## config.mk

```make
export PLATFORM = sky130hd
export DESIGN_NAME = stepper_positioner
export DESIGN_NICKNAME = d
export VERILOG_FILES = /design/src/rtl/stepper_positioner.sv
export SDC_FILE = /design/constraint.sdc
export NUM_CORES = 1
export LEC_CHECK = 0
export ABC_AREA = 1
export CORE_MARGIN = 1
export CORE_UTILIZATION = 40
export DETAILED_ROUTE_END_ITERATION = 8
export GPL_TIMING_DRIVEN = 0
export MAX_ROUTING_LAYER = met4
export PLACE_DENSITY_LB_ADDON = 0.12
export SKIP_LAST_GASP = 1
export SYNTH_ARGS = -nofsm -noshare
export SYNTH_HDL_FRONTEND = slang
export SYNTH_SLANG_ARGS = --single-unit
```

## constraint.sdc

```tcl
create_clock -name clock -period 2.9 [get_ports clock]
set_input_delay 0.725 -clock clock [delete_from_list [all_inputs] [get_ports clock]]
set_output_delay 0.725 -clock clock [all_outputs]
set_load 0.03 [all_outputs]
```

## src/rtl/stepper_positioner.sv

```systemverilog
// stepper_positioner: move-to-target half-step stepper sequencer with step timing and position tracking
// Ports: clock/reset (async, active-high); cmd_valid/cmd_ready handshake with cmd_target (signed half-steps),
// cmd_mode (00 wave, 01 full, 1x half), cmd_period (cycles per step, 0 acts as 1); abort stops a move;
// drive = coil outputs, position = signed current position, busy = move in progress, done = completion pulse.
// Option: define STEPPER_IDLE_RELEASE_EN to de-energise the coils (drive=0000) whenever not busy.
module stepper_positioner #(
    parameter int POS_W = 16,
    parameter int DIV_W = 16
) (
    input  logic             clock,
    input  logic             reset,
    input  logic             cmd_valid,
    output logic             cmd_ready,
    input  logic [POS_W-1:0] cmd_target,
    input  logic [1:0]       cmd_mode,
    input  logic [DIV_W-1:0] cmd_period,
    input  logic             abort,
    output logic [3:0]       drive,
    output logic [POS_W-1:0] position,
    output logic             busy,
    output logic             done
);
    typedef enum logic {IDLE, RUN} state_t;
    // SEQ[i] lives at bits [4*i +: 4]
    localparam logic [31:0] SEQ = {4'b0011, 4'b0010, 4'b1010, 4'b1000, 4'b1100, 4'b0100, 4'b0101, 4'b0001};
    state_t state_q, state_d;
    logic [POS_W-1:0] pos_q, pos_d, tgt_q, tgt_d, tgt_f, step;
    logic [1:0] mode_q, mode_d;
    logic [DIV_W-1:0] rld_q, rld_d, cnt_q, cnt_d;
    logic done_q, done_d;
    logic [3:0] seq_out;
    // wave targets land on even positions, full on odd ones
    assign tgt_f = {cmd_target[POS_W-1:1], cmd_mode == 2'b00 ? 1'b0 : cmd_mode == 2'b01 ? 1'b1 : cmd_target[0]};
    // single half-step in half mode or while realigning to the mode's parity
    assign step = (mode_q[1] || (pos_q[0] ^ mode_q[0])) ? POS_W'(1) : POS_W'(2);
    always_comb begin
        state_d = state_q;
        pos_d = pos_q;
        tgt_d = tgt_q;
        mode_d = mode_q;
        rld_d = rld_q;
        cnt_d = cnt_q;
        done_d = 1'b0;
        if (state_q == IDLE) begin
            if (cmd_valid) begin
                tgt_d = tgt_f;
                mode_d = cmd_mode;
                rld_d = cmd_period == '0 ? '0 : cmd_period - DIV_W'(1);
                cnt_d = rld_d;
                done_d = tgt_f == pos_q;
                state_d = tgt_f == pos_q ? IDLE : RUN;
            end
        end else if (abort) begin
            state_d = IDLE;
        end else if (cnt_q != '0) begin
            cnt_d = cnt_q - DIV_W'(1);
        end else begin
            cnt_d = rld_q;
            // signed distance picks the shorter way round the wrap
            pos_d = $signed(tgt_q - pos_q) < 0 ? pos_q - step : pos_q + step;
            if (pos_d == tgt_q) begin
                state_d = IDLE;
                done_d = 1'b1;
            end
        end
    end
    always_ff @(posedge clock or posedge reset) begin
        if (reset) begin
            state_q <= IDLE;
            pos_q <= '0;
            tgt_q <= '0;
            mode_q <= '0;
            rld_q <= '0;
            cnt_q <= '0;
            done_q <= 1'b0;
        end else begin
            state_q <= state_d;
            pos_q <= pos_d;
            tgt_q <= tgt_d;
            mode_q <= mode_d;
            rld_q <= rld_d;
            cnt_q <= cnt_d;
            done_q <= done_d;
        end
    end
    assign busy = state_q == RUN;
    assign cmd_ready = ~busy;
    assign done = done_q;
    assign position = pos_q;
    assign seq_out = SEQ[{pos_q[2:0], 2'b00} +: 4];
`ifdef STEPPER_IDLE_RELEASE_EN
    assign drive = busy ? seq_out : 4'b0000;
`else
    assign drive = seq_out;
`endif
endmodule
```

# Word level (Yosys, flattened, before mapping)
# Index checks and enable logic that the tools add are counted.
[word_totals]
regBits = 68
out_inout_bits = 23
[classes]
addsub = 5
order_cmp = 1
n_eq_ne = 4
shift = 1
mux = 20
bitwise_logic = 4
reduce_logical = 8
[ops]
columns = ["op", "count"]
rows = [
  ["16-bit two-way mux", 6],
  ["16-bit == test", 2],
  ["32-bit by 6-bit indexed part select with 4-bit output (first input constant)", 1],
  ["16-bit by 1-bit subtractor with 16-bit output (second input constant)", 2],
  ["16-bit by 2-bit adder with 16-bit output", 1],
  ["16-bit logical NOT", 1],
  ["16-bit by 1-bit < comparator with 1-bit output (second input constant)", 1],
  ["16-bit nonzero test", 1],
  ["16-bit subtractor", 1],
  ["16-bit by 2-bit subtractor with 16-bit output", 1],
  ["1-bit two-way mux", 13],
  ["2-bit AND reduction", 2],
  ["1-bit NOT", 3],
  ["3-bit AND reduction", 1],
  ["2-bit by 1-bit == test with 1-bit output (second input constant)", 1],
  ["2-bit logical NOT", 1],
  ["2-bit two-way mux", 1],
  ["2-bit inequality test (second input constant)", 1],
  ["2-bit nonzero test", 1],
  ["1-bit logical OR", 1],
  ["1-bit bitwise XOR", 1],
]

# Depth between registers and ports, before layout
# Gate-level depths: netlist (run 1).
[logic_depth]
depth_word = 10
mapped_depth = 29

# Worst setup path after synthesis (run 1)
# No wires, ideal clock.
[synth_timing]
path_kind = "register to register"
from = "register pos_q[2] (netlist: position[2])"
to = "register state_q (netlist: busy)"
arrival_ns = 3.318
setup_slack_ns = -0.534
stages_incl_launch_ff = 26
period_less_slack_ns = 3.434
path_cell_list = "dfrtp_1 inv_1 ha_1 a21oi_1 nand2_1 nand2_1 nand2_1 nand2_1 nand2_1 xor2_1 inv_1 ha_1 nand2_2 nor2_2 nand3_1 nand3_2 nand2_1 nand2_2 xor2_2 inv_2 nand2_1 nand2_1 nor2_1 nand3_1 nand2_1 nand2_1"
[synth_between]
elab_chain_len = 8
elab_cells_between_ends = 13
classes_between = "add/sub (3); order compare (1); eq/ne (2); mux (7)"
[synth_rtl]
columns = ["element", "line", "source"]
rows = [
  ["start: declaration", "27", "logic [POS_W-1:0] pos_q, pos_d, tgt_q, tgt_d, tgt_f, step;"],
  ["start signal: assignment", "78", "pos_q <= pos_d;"],
  ["16-bit subtractor", "60", "pos_d = $signed(tgt_q - pos_q) < 0 ? pos_q - step : pos_q + step;"],
  ["16-bit by 1-bit < comparator with 1-bit output", "60", ""],
  ["16-bit two-way mux", "60", ""],
  ["16-bit == test", "61", "if (pos_d == tgt_q) begin"],
  ["1-bit two-way mux", "61", ""],
  ["1-bit two-way mux", "55", "end else if (cnt_q != '0) begin"],
  ["1-bit two-way mux", "53", "end else if (abort) begin"],
  ["1-bit two-way mux *", "44", "if (state_q == IDLE) begin"],
  ["via state_d", "26", "state_t state_q, state_d;"],
  ["end signal: assignment", "77", "state_q <= state_d;"],
  ["end: declaration", "26", ""],
]
# The timed path passes the listed nets; every way through them passes the cells marked *.
# A chain may end at the register's enable or synchronous reset.

# Worst setup path in the final report (run 1)
[layout_timing]
from = "register tgt_q[4]"
to = "register done_q (netlist: done)"
[layout_between]
elab_chain_len = 8
[layout_rtl]
columns = ["element", "line", "source"]
rows = [
  ["start: declaration", "27", ""],
  ["start signal: assignment", "79", "tgt_q <= tgt_d;"],
  ["16-bit subtractor", "60", ""],
  ["16-bit by 1-bit < comparator with 1-bit output", "60", ""],
  ["16-bit two-way mux", "60", ""],
  ["16-bit == test *", "61", ""],
  ["1-bit two-way mux *", "61", ""],
  ["1-bit two-way mux *", "55", ""],
  ["1-bit two-way mux *", "53", ""],
  ["1-bit two-way mux *", "44", ""],
  ["via done_d", "30", "logic done_q, done_d;"],
  ["end signal: assignment", "83", "done_q <= done_d;"],
  ["end: declaration", "30", ""],
]
# Marks and branches as above.

==> results.md, run 1 <==
- ANT nets after route: 0
- Mux cell area share after synthesis: 0%
- Post-synthesis async set-or-reset flop share: 100.0%
- Worst r2r path cells: 28
- Quantity of hold-fixing buffers added after cts: 0
- Number of antenna diodes: 0
- Fmax achieved: 280.7 MHz
- Cell area after technology mapping: 0.005543 mm²
- Failing checks: setup timing
- GRT Residual Overflow: 0
- Adder and majority cell fraction of the synthesized area: 7.359%
- Worst ir drop on vdd: 363.6 µV
- Synthesized net count: 908
- Worst r2r src: tgt_q[4]
- Endpoints failing hold: 0
- Initial antenna violation count: 0
- Max Cap Violations: 0
- Type of the worst setup path: flip-flop to flip-flop
- Slew HR: 45.99%
- # IOs: 61
- Maximum number of pins on one net before global-route repair: 53
- Clock-pin transition on the worst setup and hold timing paths: 0.06 ns
- Core Region: 0.01340 mm²
- Avg WL per Cell: 16.21 µm
- Status: finished with violations
- Layout cells sized above 1: 23.61%
- Cell depth of the worst hold path: 2
- Global-route wire length before repair: 28.18 mm
- Detailed-route via count: 5,869
- Post-layout net count: 1,018
- Critical Path Start Type: flip-flop
- Register bit count reported by yosys: 68
- Worst flop-to-flop path endpoint: done
- HP Class: flip-flop to flip-flop
- Syn avg cell area: 6.614 µm²
- Slack of the critical path: -0.6619 ns
- Filler Cell Count: 1,257
- Main combinational cell family by area after synthesis: simple AND/OR/NAND/NOR gates
- Synth Area in Compound Gates: 13.25%
- Simple logic cell fraction of the synthesized area: 34.02%
- Num Clock Sinks: 68
- Required time of the critical path: 3.17 ns
- CTS H-tree depth: 3
- XOR/XNOR share of the synthesized area: 4.876%
- Pwr dens: 813.3 mW/mm²
- Largest stage delay on the critical path: 0.42 ns
- Most used DFF post-synth: dfrtp_1
- Hold-critical path endpoint: rld_q[12]
- First DRT Iteration DRCs: 509
- Global routing usage summed across all routing layers: 26.55%
- Total die area: 0.01433 mm²
- Slew at the pin closest to its max-slew limit: 0.8102 ns
- Cell class contributing the biggest share of worst-path delay: simple AND/OR/NAND/NOR gates
- Largest driver fanout on the critical path: 6
- # rows: 42
- Post-Route Skew: 0.007199 ns
- Routability congestion estimate: 0.9301
- Bufs on Longest Clock Path: 2
- Initial standard-cell utilization of the core: 41.36%
- Storage cell area: 0.001719 mm²
- Minimum period implied by the final worst setup slack: 3.562 ns
- Die height: 119.7 µm
- Drt total wl: 18.30 mm
- Detail Placement HPWL: 13.14 mm
- Setup repair after global routing missed its margin: true
- Number of distinct library cell variants in the gate-level netlist after synthesis: 42
- Count of TritonRoute iterations in the first routing pass: 5
- Syn-to-layout area delta: 38.96%
- Root Buffer: clkbuf_16
- Area occupied by multi-input gates: 0.003979 mm²
- Crit end category: flip-flop
- Total CTS buffers: 9
- Warning count from the yosys run: 0
- Final setup viols: 8
- Slack of the worst reg-to-reg path: -0.66 ns
- Detail-routed via count per cell: 5.198
- Utilization of the core after routing: 57.48%
- DRC errors left: 0
- Slew Limit Fails: 0
- Skew-Pair Late Insertion Delay: 0.34 ns
- Final Power: 6.264 mW
- Post-synthesis instance total: 838
- Horizontal extent of the die: 119.7 µm
- Number of synthesized flops with an enable pin: 0
- Port Buffer Count: 60
- Final period utilization: 122.8%
- Arrival time worst endpoint: 3.83 ns
- Min-delay src: rld_q[12]
- Leak pwr: 3.665 nW
- Critical-path top delay cell: dfrtp_1
- Vias in the first global route: 5,201
- Proportion of synthesized chip area in sequential cells: 30.70%
- Count of buffering cells on the critical path with inverters included: 4
- Worst path most repeated cell: nand2_4
- Clock tree from TritonCTS: done
cells in the final DEF, fill, tap and decap left out, types with 9 or more instances in the layout:
cell type,count
nand2_1,194
inv_1,102
nand3_1,64
clkdlybuf4s50_1,60
nor2_1,56
dfrtp_1,54
o21ai_0,53
nand2_2,38
buf_4,32
o21ai_1,22
inv_2,22
nand2_4,19
ha_4,19
xor2_1,18
a21oi_1,16
dfrtp_2,14
clkbuf_1,13
ha_1,12
nand3_2,10
xnor2_1,10
nor2_4,9
clkbuf_16,9
tightest hold or removal path: cells and delay by family (launching register included):
kind,cells,cell delay (ns)
compound gates,1,0.06
flops,1,0.34
simple gates,1,0.05
worst max-delay path by stage:
stage	cells past startpoint	end	from
global placement	2	position[14]	reset
CTS	26	busy	tgt_q[6]
floorplan	27	busy	position[6]
detailed placement	26	busy	position[1]
finish	28	done	tgt_q[4]
global route	24	busy	position[4]
cell type report:
cell class,count,area share (%)
inverters,129,6.546
well taps,176,2.859
plain buffers,15,0.7635
flip-flops and latches,68,22.32
clock buffers,12,3.200
clock inverters,4,0.3249
repair inverters,1,0.2112
repair buffers,98,12.12
multi-input cells,626,51.66
metal layers:
metal	routed length [µm]	global-route usage (%)	up-vias
met5	0	-	-
met1	9449	40.78	2749
met4	214	6.953	0
met2	7663	35.84	159
li1	-	-	2944
met3	969	3.802	17
logic make-up after synthesis:
family,after synthesis
and+or+nand+nor,431
buffers and inverters,144
AOI/OAI and AO/OA,133
DFF,68
adders and majority gates,32
xor gates and xnor gates,30
registers in the layout (all words and copies together) (netlist names):
name,cells
cnt_q,16
position,16
rld_q,16
tgt_q,16
mode_q,2
busy,1
done,1
where the power goes:
part / switching (mW) / internal [mW] / leakage, nW
registers: 0.174 / 1.14 / 0.810
clock network: 0.450 / 0.600 / 0.129
logic: 2.35 / 1.54 / 2.73
stage by stage:
stage	worst slack, ns	hold WS (ns)	std cells	TNS [ns]	instance area (µm²)
6_report	-0.6619	0.4802	1129	-2.175	7702
5_1_grt	-0.8909	0.5056	1129	-3.882	7702
4_1_cts	-0.6646	0.4866	1108	-2.328	7076
3_5_place_dp	-0.8724	0.4718	1075	-4.695	6643
3_3_place_gp	-1.185	0.4649	1074	-72.43	6613
2_1_floorplan	-0.2568	0.4465	838	-0.4963	5792
synthesized netlist by cell type (2+ instances only):
cell      number  area (µm²)
nand2_1      237       889.6
inv_1        117       439.2
nand3_1       73       365.4
dfrtp_1       68        1702
nor2_1        68       255.2
o21ai_0       61       305.3
ha_1          31       387.9
a21oi_1       24       120.1
xor2_1        19       166.4
o21ai_1       18       90.09
clkbuf_1      11       41.29
inv_2         11       41.29
nand2_2       10       62.56
xnor2_1       10       87.58
nor3_1         9       45.04
nand4_1        8       50.05
a31oi_1        5       31.28
o22ai_1        5       31.28
nand2_4        4       45.04
nand3_2        4       40.04
nor4_1         4       25.02
o21a_1         4       30.03
a22oi_1        3       22.52
nand3b_1       3       22.52
nor2_2         3       18.77
o211ai_1       3       22.52
o221ai_1       3       26.28
o31ai_1        3       22.52
or2_2          3       18.77
and2_1         2       12.51
buf_1          2       7.510
buf_2          2       10.01
timing repair:
action                     4_1_cts  5_1_grt
cloned                           1        0
buffers inserted                16       21
setup endpoints to repair       15       16
resized for setup               11      125
pin swaps                        2       48
(Power assumes the default switching activity.)
==> run 2: changes to the inputs <==
--- a/config.mk
+++ b/config.mk
@@ -9,10 +9,8 @@
 export CORE_MARGIN = 1
 export CORE_UTILIZATION = 40
 export DETAILED_ROUTE_END_ITERATION = 8
-export GPL_TIMING_DRIVEN = 0
 export MAX_ROUTING_LAYER = met4
 export PLACE_DENSITY_LB_ADDON = 0.12
-export SKIP_LAST_GASP = 1
 export SYNTH_ARGS = -nofsm -noshare
 export SYNTH_HDL_FRONTEND = slang
 export SYNTH_SLANG_ARGS = --single-unit
==> results.md, run 2 (synthesized netlist as in run 1, its figures left out) <==
- Total CTS buffers: 9
- Detail Placement HPWL: 13.94 mm
- Core Region: 0.01340 mm²
- Avg WL per Cell: 15.74 µm
- CTS H-tree depth: 3
- Area of placed instances: 0.007269 mm²
- Detail-routed via count per cell: 5.265
- ANT nets after route: 0
- Syn-to-layout area delta: 48.31%
- Minimum setup slack after placement: -0.9050 ns
- Largest driver fanout on the critical path: 3
- Minimum period implied by the final worst setup slack: 3.577 ns
- Pwr dens: 847.7 mW/mm²
- HP Class: flip-flop to flip-flop
- Initial standard-cell utilization of the core: 41.36%
- Post-Route Skew: 0.003864 ns
- Max Cap Violations: 0
- Highest-count cells in the layout ignoring fill and taps: 186 x nand2_1, 100 x buf_4, 99 x inv_1
- Most common library cell in the layout ignoring fill and taps: nand2_1
- Slack of the critical path: -0.6775 ns
- Die height: 119.7 µm
- Slew Limit Fails: 0
- Setup repair after global routing missed its margin: true
- Post-route insts no fill: 1,185
- Final setup viols: 10
- Status: finished with violations
- Maximum number of pins on one net before global-route repair: 69
- Fmax achieved: 279.5 MHz
- Required time of the critical path: 3.18 ns
- Critical Path Source: position[8]
- Global-route wire length before repair: 29.57 mm
- DRC errors left: 0
- # IOs: 61
- Number of antenna diodes: 0
- Worst ir drop on vdd: 493.3 µV
- Slew at the pin closest to its max-slew limit: 0.9282 ns
- Final design instance area without fill: 0.008220 mm²
- Total die area: 0.01433 mm²
- Post-layout net count: 1,074
- Routability congestion estimate: 0.9111
- Num Clock Sinks: 68
- Arrival time worst endpoint: 3.86 ns
- Leak pwr: 4.015 nW
- Bufs on Longest Clock Path: 2
- Critical Path Start Type: flip-flop
- Horizontal extent of the die: 119.7 µm
- Layout cells sized above 1: 30.92%
- Count of TritonRoute iterations in the first routing pass: 5
- Drt total wl: 18.65 mm
- Post-placement cell count: 1,151
- Worst r2r src: position[8]
- Root Buffer: clkbuf_16
- Clock tree from TritonCTS: done
- Failing checks: setup timing
- Type of the worst setup path: flip-flop to flip-flop
- Final total negative setup slack: -2.543 ns
- Final period utilization: 123.4%
- GRT Residual Overflow: 0
- Skew-Pair Late Insertion Delay: 0.34 ns
- Global routing usage summed across all routing layers: 27.38%
- Initial antenna violation count: 0
- Crit end category: flip-flop
- Vias in the first global route: 6,051
- Min-delay src: rld_q[12]
- First DRT Iteration DRCs: 501
- Slew HR: 38.06%
- Clock-pin transition on the worst setup and hold timing paths: 0.06 ns
- Detailed-route via count: 6,239
- Endpoints failing hold: 0
- Port Buffer Count: 60
- # rows: 42
run 2: changes by cell type in the layout (fill, tap and decap cells not counted), sizes merged:
| cell | change |
|---|---|
| clkinvlp | -2 |
| inv | +2 |
| clkbuf | -12 |
| bufinv | +1 |
| buf | +67 |
run 2: final cells by class:
cell class / count / area (µm²)
repair buffers: 169 / 1470
flip-flops and latches: 68 / 1719
fillers: 1249 / 5180
clock buffers: 11 / 232.7
well taps: 176 / 220.2
repair inverters: 1 / 8.758
inverters: 129 / 496.7
clock inverters: 5 / 53.80
multi-input cells: 626 / 4019
run 2: worst paths after layout:
| kind | end | slack (ns) | cells after the start |
|---|---|---|---|
| worst max-delay path | done | -0.68 | 23 |
| worst min-delay path | rld_q[12] | 0.48 | 2 |
| worst max register to register | done | -0.68 | 23 |
| worst min register to register | rld_q[12] | 0.48 | 2 |
| max in group asynchronous | position[12] | 1.77 | 3 |
| min in group asynchronous | position[4] | 0.77 | 3 |
run 2: repair_timing:
action | 4_1_cts | 5_1_grt
cloned | 1 | 0
gates resized for setup | 88 | 70
setup buffers | 10 | 8
pin swaps | 43 | 50
hold buffers | 0 | 0
endpoints found under the setup margin | 15 | 15
run 2: worst max-delay path: stages (launching register included):
cell     delay (ns)
dfrtp_2        0.42
inv_4          0.08
ha_4           0.20
nand2_2        0.07
nand2_2        0.05
nand2_2        0.08
a21oi_4        0.07
nor2_4         0.20
nand2_4        0.09
xor2_4         0.18
a21oi_4        0.17
fa_2           0.49
xnor2_2        0.21
nand3_2        0.12
nor2_4         0.13
nand3_2        0.10
nor2_4         0.15
buf_4          0.13
nand3_2        0.09
nor2_1         0.14
nand3_1        0.09
nor2_1         0.10
nand3_1        0.08
nand2_1        0.07
run 2: metal layers:
layer	vias to the layer above	wire length, µm	GRT usage (%)
met5	-	0	-
met4	0	397	9.688
met3	34	1099	3.184
met2	218	8150	40.57
met1	2954	9006	38.52
li1	3033	-	-
run 2: power by group:
part,internal (mW),switching (mW),leakage (nW)
clock,0.664,0.444,0.143
combinational,1.99,2.58,3.06
sequential,1.14,0.154,0.810
run 2: through the flow:
step / utilization [%] / hold slack (ns) / power, mW
6_report: 61.34 / 0.4835 / 6.968
5_1_grt: 61.34 / 0.5106 / 7.467
4_1_cts: 59.08 / 0.4870 / 6.533
3_5_place_dp: 54.25 / 0.4709 / 4.932
3_3_place_gp: 54.25 / 0.4648 / 4.869
2_1_floorplan: - / 0.4465 / 3.622
